`config.mk`:
```
export PLATFORM = sky130hd
export DESIGN_NAME = ysyx_25040105_exu_seq
export DESIGN_NICKNAME = d
export VERILOG_FILES = /design/src/rtl/ysyx_25040105_exu_seq.sv
export SDC_FILE = /design/constraint.sdc
export NUM_CORES = 1
export LEC_CHECK = 0
export BUFFER_PORTS_ARGS = -buffer_cell sky130_fd_sc_hd__buf_2
export CORE_MARGIN = 4
export CORE_UTILIZATION = 49
export CTS_CLUSTER_DIAMETER = 100
export DETAILED_ROUTE_END_ITERATION = 16
export GPL_TIMING_DRIVEN = 0
export PLACE_DENSITY = 0.86
export SLEW_MARGIN = 25
export SYNTH_ARGS = -nofsm -noshare
export SYNTH_HDL_FRONTEND = slang
export SYNTH_SLANG_ARGS = --single-unit
```
`constraint.sdc`:
```
create_clock -name clk -period 2.62 [get_ports clk]
set_input_delay 0.524 -clock clk [delete_from_list [all_inputs] [get_ports clk]]
set_output_delay 0.524 -clock clk [all_outputs]
set_load 0.02 [all_outputs]
```
`src/rtl/ysyx_25040105_exu_seq.sv`:
```
// rtl/ysyx_25040105_exu_seq.sv - multi-cycle execute sequencer: EXEC, LSU handshake, writeback, halt
// Sequences one IDU instruction at a time through EXEC/MEM/WB with registered outputs.
module ysyx_25040105_exu_seq #(
  parameter logic [31:0] RESET_PC    = 32'h8000_0000,
  parameter int          MEM_TIMEOUT = 255
) (
  input  logic        clk,
  input  logic        rst,
  input  logic        in_valid,
  output logic        in_ready,
  input  logic [31:0] in_pc,
  input  logic [2:0]  in_cls,
  input  logic [4:0]  in_rd,
  input  logic        in_rf_wen,
  input  logic [1:0]  in_size,
  input  logic [31:0] in_store_data,
  input  logic [31:0] alu_result,
  input  logic [31:0] jump_addr,
  input  logic        br_taken,
  output logic        mem_req_valid,
  input  logic        mem_req_ready,
  output logic        mem_wen,
  output logic [31:0] mem_addr,
  output logic [31:0] mem_wdata,
  output logic [1:0]  mem_size,
  input  logic        mem_resp_valid,
  input  logic [31:0] mem_rdata,
  output logic        rf_wen,
  output logic [4:0]  rf_waddr,
  output logic [31:0] rf_wdata,
  output logic        npc_valid,
  output logic [31:0] npc,
  output logic        halted,
  output logic        err,
  output logic [31:0] retire_cnt
);

  typedef enum logic [2:0] {
    S_IDLE, S_EXEC, S_MEM_REQ, S_MEM_RESP, S_WB, S_HALT
  } state_t;

  localparam logic [2:0] CLS_ALU    = 3'd0;
  localparam logic [2:0] CLS_JUMP   = 3'd1;
  localparam logic [2:0] CLS_BRANCH = 3'd2;
  localparam logic [2:0] CLS_LOAD   = 3'd3;
  localparam logic [2:0] CLS_STORE  = 3'd4;
  localparam logic [2:0] CLS_EBREAK = 3'd5;
  localparam logic [7:0] TMO        = MEM_TIMEOUT[7:0];

  state_t      r_state;
  logic [7:0]  r_tmo;
  logic [31:0] w_pc4;
  logic [31:0] w_exec_npc;
  logic        w_rf_wen;

  assign w_pc4 = in_pc + 32'd4;
  assign w_exec_npc = ((in_cls == CLS_JUMP) || ((in_cls == CLS_BRANCH) && br_taken))
                      ? jump_addr : w_pc4;
  // Branch/store never write rd, and x0 is never written
  assign w_rf_wen = in_rf_wen && (in_rd != 5'd0) &&
                    ((in_cls == CLS_ALU) || (in_cls == CLS_JUMP) || (in_cls == CLS_LOAD));

  always_ff @(posedge clk) begin
    if (rst) begin
      r_state       <= S_IDLE;
      r_tmo         <= 8'd0;
      in_ready      <= 1'b0;
      mem_req_valid <= 1'b0;
      mem_wen       <= 1'b0;
      mem_addr      <= 32'd0;
      mem_wdata     <= 32'd0;
      mem_size      <= 2'd0;
      rf_wen        <= 1'b0;
      rf_waddr      <= 5'd0;
      rf_wdata      <= 32'd0;
      npc_valid     <= 1'b0;
      npc           <= RESET_PC;
      halted        <= 1'b0;
      err           <= 1'b0;
      retire_cnt    <= 32'd0;
    end else begin
      in_ready  <= 1'b0;
      npc_valid <= 1'b0;
      rf_wen    <= 1'b0;
      case (r_state)
        S_IDLE: if (in_valid) r_state <= S_EXEC;
        S_EXEC: begin
          case (in_cls)
            CLS_ALU, CLS_JUMP, CLS_BRANCH: begin
              r_state    <= S_WB;
              in_ready   <= 1'b1;
              npc_valid  <= 1'b1;
              rf_wen     <= w_rf_wen;
              rf_waddr   <= in_rd;
              rf_wdata   <= alu_result;
              npc        <= w_exec_npc;
              retire_cnt <= retire_cnt + 32'd1;
            end
            CLS_LOAD, CLS_STORE: begin
              r_state       <= S_MEM_REQ;
              mem_req_valid <= 1'b1;
              mem_wen       <= (in_cls == CLS_STORE);
              mem_addr      <= alu_result;
              mem_wdata     <= in_store_data;
              mem_size      <= in_size;
            end
            CLS_EBREAK: begin
              r_state <= S_HALT;
              halted  <= 1'b1;
            end
            default: begin
              r_state <= S_HALT;
              halted  <= 1'b1;
              err     <= 1'b1;
            end
          endcase
        end
        S_MEM_REQ: begin
          if (mem_req_ready) begin
            mem_req_valid <= 1'b0;
            r_tmo         <= 8'd0;
            r_state       <= S_MEM_RESP;
          end
        end
        S_MEM_RESP: begin
          // A response in the timeout cycle still retires the access
          if (mem_resp_valid) begin
            r_state    <= S_WB;
            in_ready   <= 1'b1;
            npc_valid  <= 1'b1;
            rf_wen     <= w_rf_wen;
            rf_waddr   <= in_rd;
            rf_wdata   <= (in_cls == CLS_LOAD) ? mem_rdata : mem_addr;
            npc        <= w_pc4;
            retire_cnt <= retire_cnt + 32'd1;
          end else if (r_tmo + 8'd1 == TMO) begin
            r_state <= S_HALT;
            halted  <= 1'b1;
            err     <= 1'b1;
          end else begin
            r_tmo <= r_tmo + 8'd1;
          end
        end
        S_WB:    r_state <= S_IDLE;
        S_HALT:  r_state <= S_HALT;
        default: r_state <= S_IDLE;
      endcase
    end
  end

endmodule

```
* Yosys cells after proc, flatten, opt, wreduce, memory -nomap -nowiden
Index checks and enable logic that the tools add are counted.
** Storage, ports and cells
- Input bits :: 177
- Register bits after elaboration :: 184
** Operators by class
- Equality and inequality tests :: 21
- Mux-type cells :: 39
- Reduce and logical (&&, ||, !) cells :: 23
- $add $sub $neg :: 3
** Operator list (count)
- two-way mux 32 bit :: 8
- one-hot mux 32 bit (2 select lines) :: 3
- adder 32 x 1 -> 32 bit, second input constant :: 1
- adder 32 x 3 -> 32 bit, second input constant :: 1
- two-way mux 8 bit :: 3
- inequality test 2 bit, second input constant :: 10
- one-hot mux 8 bit (2 select lines) :: 1
- one-hot mux 3 bit (5 select lines) :: 1
- equality test 3 x 2 -> 1 bit, second input constant :: 4
- two-way mux 3 bit :: 4
- AND reduction 4 bit :: 3
- two-way mux 1 bit :: 10
- two-way mux 5 bit :: 2
- one-hot mux 1 bit (2 select lines) :: 5
- one-hot mux 5 bit (2 select lines) :: 1
- equality test 3 bit, second input constant :: 3
- AND reduction 3 bit :: 3
- adder 8 x 1 -> 8 bit, second input constant :: 1
- equality test 8 bit, second input constant :: 1
- equality test 3 x 1 -> 1 bit, second input constant :: 2
- logical NOT 3 bit :: 2
- one-hot mux 3 bit (2 select lines) :: 1
- nonzero test 2 bit :: 3
- OR reduction 6 bit :: 1
- other kinds (8) :: 12

* Depth between registers and ports, before layout
- Depth after elaboration :: 6
- Depth in mapped cells :: 9

* Worst setup path after synthesis
Ideal clock, no wire load.
- Path kind :: register to register
- From :: reg retire_cnt[6]
- To :: reg retire_cnt[31]
- Period minus slack after synthesis :: 2.137 ns
- Buffers on the path :: 1
- Data required time :: 2.550 ns
- Stages on the path, launching flop included :: 7
- Data arrival time :: 2.068 ns
- Slack :: 0.483 ns
- Cell sequence :: dfxtp_1 and4_1 buf_6 nand3_4 or4_4 or4_1 a21oi_1
** Between the ends
- Cells in the longest elaborated chain, start to end :: 3
- Elaborated cells between the ends (all ways) :: 4
- Classes of those cells :: 1 x add/sub; 3 x mux
** Ends and longest elaborated chain
- start: declaration :: line 35 : output logic [31:0] retire_cnt
- start signal: assignment :: line 97 : retire_cnt <= retire_cnt + 32'd1;
- start signal: assignment :: line 135 : retire_cnt <= retire_cnt + 32'd1;
- adder 32 x 1 -> 32 bit (*) :: line 97, 135
- two-way mux 32 bit, on equally long branches :: line 127, 88
- one-hot mux 32 bit (2 select lines) (*) :: line 85 : case (r_state)
Every way passes the cells marked *; elsewhere a longest branch is shown, timed or not. The select of a mux whose other input is x is not followed.
A chain may end at the register's enable or synchronous reset.

* Worst setup path after layout
- From :: reg r_state[2]
- To :: reg rf_wdata[0]
** Between the ends
- Cells in the longest elaborated chain, start to end :: 3
- Elaborated cells between the ends (all ways) :: 7
- Classes of those cells :: 4 x eq/ne; 1 x mux; 2 x reduce/logical
** Ends and longest elaborated chain
- start: declaration :: line 50 : state_t r_state;
- start signal: assignment :: line 65 : r_state <= S_IDLE;
- start signal: assignment :: line 86 : S_IDLE: if (in_valid) r_state <= S_EXEC;
- start signal: assignment :: line 90 : r_state <= S_WB;
- equality test 3 x 1 -> 1 bit or equality test 3 x 2 -> 1 bit (tied branches) :: line 85
- inequality test 2 bit (no line) or nonzero test 2 bit (tied branches)
- AND reduction 3 bit (no line)
- end signal: assignment :: line 95 : rf_wdata <= alu_result;
- end signal: assignment :: line 133 : rf_wdata <= (in_cls == CLS_LOAD) ? mem_rdata : mem_addr;
- end: declaration :: line 30 : output logic [31:0] rf_wdata,
Several ways; a longest one is shown, not always the timed one.

==> parameters.txt <==
Parameter                              Value

Hold path
  Hold-critical path depth ... 3
  Hold path endpoint ... mem_wdata[24]$_SDFFE_PP0P_
  Path category of the worst min-delay check ... in -> reg
  Hold_sp ... in_store_data[24]

Clocking
  Clock tree from TritonCTS ... built
  CTS H-Tree Depth ... 4
  Clock-pin slew on the worst setup and hold paths ... 80 ps
  Setup Buffers After CTS ... 0
  Total number of clock tree sinks ... 184
  # hold bufs at CTS ... 0
  Max clock buf depth ... 2
  Master cell of the clock root buffer ... sky130_fd_sc_hd__clkbuf_16
  Cts bufs inserted ... 17
  PostCTS Resize Cnt ... 0
  Latest clock arrival within the worst-skew pair ... 430 ps

Worst setup path
  Crit Path Class ... reg -> reg
  Data required time of the critical path ... 2980 ps
  R2r setup slk ... 230 ps
  WP buf/inv ... 4
  Peak fanout along the critical path ... 10
  Cell chain of the critical path ... buf_2, and3b_1, buf_2, a22oi_1, clkbuf_1, clkbuf_1, a21oi_1, nor2_1
  Element type at the critical path end ... register
  Worst reg-to-reg path cell count ... 8
  Slowest cell on the critical path ... sky130_fd_sc_hd__clkbuf_1
  Delay of the slowest cell on the worst path ... 530 ps
  RR Startpoint ... r_state[2]$_SDFFE_PP0P_
  Reg2reg end ... rf_wdata[0]$_SDFFE_PP0P_
  Startpoint type of the worst setup path ... register
  CP delay by family, top ... buffers and inverters
  Endpoint arrival time on the critical path ... 2750 ps

Yosys
  Cell count after synthesis ... 1064
  EDFF count, synth ... 0
  Summed instance area of the synthesized netlist ... 8521 µm²
  Flops & latches, synth ... 184
  Sequential-to-total area share from yosys stat ... 43.23%
  Yosys Warn Count ... 0
  Avg Inst Size Synth ... 8.008 µm²
  Fraction of the mapped netlist area in compound gates ... 18.38%
  Xor/xnor share of the synthesized area ... 4.626%
  Synthesized-area fraction occupied by and/or/nand/nor cells ... 24.51%
  Most frequently used flop master after synthesis ... sky130_fd_sc_hd__dfxtp_1
  Proportion of synthesized area in mux cells ... 4.347%
  Dominant combinational cell family by area after synthesis ... simple AND/OR/NAND/NOR gates
  Adder-cell share of the synthesized area ... 0.5874%
  Fraction of registers with async set or reset after synthesis ... 0%
  Number of nets in the synthesized netlist ... 1245
  Count of distinct cell types in the synthesized netlist ... 65

Drt
  Total met3 wirelength after detailed routing ... 2393 µm
  Routed wire length ... 29080 µm
  Via-to-Cell Ratio ... 5.681
  DRT antenna net count ... 0
  Routed length on met2 ... 13600 µm
  Number of DRC markers after the initial detailed-route iteration ... 768
  Via count ... 9464
  Uppermost layer routed ... met4
  Routed WL per cell ... 17.45 µm
  WL met1 ... 11700 µm
  DRC errors left ... 0
  Number of detailed-routing iterations run before antenna repair ... 8

Final layout
  Fraction of final layout cells with drive strength greater than 1 ... 28.60%
  Final layout net count ... 1612
  Post-layout instance area ... 11100 µm²
  Multi-input gate area in the final layout ... 4474 µm²
  Area of all sequential standard cells ... 3684 µm²
  Fill cell total of the finished layout ... 1452
  Area grow syn2layout ... 30.32%

Timing
  Worst hold margin ... 324.5 ps
  Smallest setup slack after layout ... 232.1 ps
  Number of endpoints failing setup at the final stage ... 0
  Number of pins exceeding their max-slew limit in the final report ... 0
  Clock Skew ... 11.51 ps
  Slew of the pin with the lowest slew margin ... 864.6 ps
  Final clock period utilization by the worst path ... 91.14%
  Worst relative slew slack ... 41.83%
  RSZ-0062 raised after global routing ... no
  Final Hold Vio Count ... 0
  Fmax ... 418.8 MHz
  Minimum clock period after layout ... 2388 ps

Power and ir drop
  VDD IR-drop max ... 0.5039 mV
  Share of power burned in registers ... 46.9%
  Part of the power in combinational logic ... 13.6%
  Leakage component of the power ... 4.921 nW
  Part of the power in the clock network ... 39.5%
  Power per Cell Area ... 563.7 nW/µm²
  Switching power of the nets ... 0.001812 W
  Switching portion of total power ... 28.95%
  Cell-internal power ... 0.004448 W

Global routing
  First-pass GRT wire length ... 45690 µm
  Maximum number of pins on one net before global-route repair ... 19
  Antenna violations before repair ... 2
  Total global routing overflow ... 0
  Via count of the first global-routing pass ... 8960
  GRT Resource Usage Total ... 28.49%

Die
  Overall die area ... 19560 µm²
  Placement Rows ... 47
  Die X ... 139.9 µm
  Core area ... 16820 µm²
  IO Pins ... 351
  Initial Utilization ... 50.66%
  Die Ht ... 139.9 µm

Placed design
  Post-detail-place hpwl ... 22460 µm
  Placement Cell Area ... 10540 µm²
  Post-placement setup slack ... -281.9 ps
  Weighted congestion reported at the end of routability-driven placement ... 0.9140
  Port Buffer Count ... 348

Run
  Number of maximum-capacitance violations ... 0

Run status
  Outcome ... finished, final reports clean
==> sequential cells by signal, indices dropped and copies added, names as in the netlist <==
register,cells
rf_waddr,5
rf_wdata,32
r_tmo,8
mem_wen,1
npc_valid,1
err,1
npc,32
mem_addr,32
rf_wen,1
mem_size,2
mem_wdata,32
halted,1
r_state,3
mem_req_valid,1
retire_cnt,32
==> worst reg2reg max path: cells and delay by family (launching register included) <==
kind / cells / cell delay, ps
compound gates: 2 / 430
simple gates: 2 / 290
buf+inv: 4 / 1310
flops: 1 / 300
==> layout by cell type, fill, tap and decap left out, drive strengths merged, types with 4 or more instances in the layout <==
cell type / count
nor2: 128
nand3: 27
nand2: 192
a211oi: 43
dfxtp: 184
nand4: 20
and3: 9
mux2i: 37
clkinv: 4
o31ai: 12
a22oi: 8
a31o: 4
ha: 4
nor4b: 5
o21ai: 28
and4: 12
and2: 5
a31oi: 5
clkbuf: 63
a21oi: 135
xor2: 23
buf: 375
xnor2: 22
nor3: 13
or4: 10
nor4: 7
or3: 5
inv: 19
a311oi: 4
nand3b: 5
==> synth_stat cells, drive strengths merged, types with 5 or more instances <==
cell type	instances	area, µm²
nand3	27	147.6
o21ai	28	140.1
dfxtp	184	3684
and3	9	57.56
nand3b	5	37.54
clkbuf	45	188.9
a22oi	8	60.06
nor3	13	65.06
mux2i	37	370.4
xor2	23	201.4
o31ai	12	90.09
a21oi	135	675.7
and2	5	33.78
xnor2	22	192.7
a211oi	43	322.8
nand2	192	720.7
buf	28	141.4
a31oi	5	31.28
or3	5	31.28
or4	10	78.82
inv	10	37.54
nor2	128	480.5
nor4	7	43.79
and4	12	106.4
nor4b	5	43.79
nand4	20	125.1
==> final cells by class <==
cell class / instances / share of cell area (%)
Tap cell: 220 / 2.479
Multi-Input combinational cell: 797 / 40.29
Timing Repair Buffer: 348 / 15.68
Clock inverter: 15 / 1.161
Buffer: 73 / 2.997
Inverter: 10 / 0.3380
Antenna cell: 2 / 0.04507
Clock buffer: 17 / 3.831
Sequential cell: 184 / 33.17
==> layer usage <==
layer  up-vias  global-route usage [%]
li1       4486                       -
met1      4412                   35.96
met2       471                   46.24
met3        95                   5.763
met4         0                   14.48
met5         -                       0
==> metrics by stage <==
step                power [W]  util, %  setup TNS, ps  std cells
finish               0.006260    66.02              0       1666
global route         0.006492    66.02              0       1666
CTS                  0.006277    65.95              0       1664
detailed placement   0.003834    62.65          -9001       1632
global placement     0.003818    62.65          -9857       1632
floorplan            0.003453        -              0       1064
==> kinds of logic after synthesis <==
| family | Yosys count |
|---|---|
| AND/OR/NAND/NOR | 451 |
| flip-flops | 184 |
| buffers and inverters | 83 |
| multiplexers | 37 |
| XOR/XNOR | 45 |
| adder cells (fa/ha/maj) | 4 |
| AO/OA/AOI/OAI | 260 |
==> power by group through the flow <==
| stage | Clock [W] | Combinational (W) | Sequential (W) |
|---|---|---|---|
| finish | 0.00247 | 0.000852 | 0.00293 |
| CTS | 0.00250 | 0.000843 | 0.00293 |
| floorplan | 0 | 0.000357 | 0.00310 |
| global placement | 0 | 0.000826 | 0.00299 |
| detailed placement | 0 | 0.000839 | 0.00300 |
| global route | 0.00262 | 0.000928 | 0.00294 |
==> how the worst max path moves through the flow <==
| stage | from | to | slack [ps] | depth (start not counted) |
|---|---|---|---|---|
| after floorplan | retire_cnt[6]$_SDFFE_PP0P_ | retire_cnt[31]$_SDFFE_PP0P_ | 480 | 6 |
| after global placement | in_cls[2] | mem_addr[10]$_SDFFE_PP0P_ | -300 | 9 |
| after detailed placement | in_cls[2] | mem_addr[24]$_SDFFE_PP0P_ | -280 | 9 |
| after CTS | r_state[2]$_SDFFE_PP0P_ | rf_wdata[14]$_SDFFE_PP0P_ | 130 | 8 |
| after global routing | r_state[2]$_SDFFE_PP0P_ | rf_wdata[12]$_SDFFE_PP0P_ | 5 | 9 |
| final | r_state[2]$_SDFFE_PP0P_ | rf_wdata[0]$_SDFFE_PP0P_ | 230 | 8 |
No activity file was read; power rests on OpenSTA's default activity.
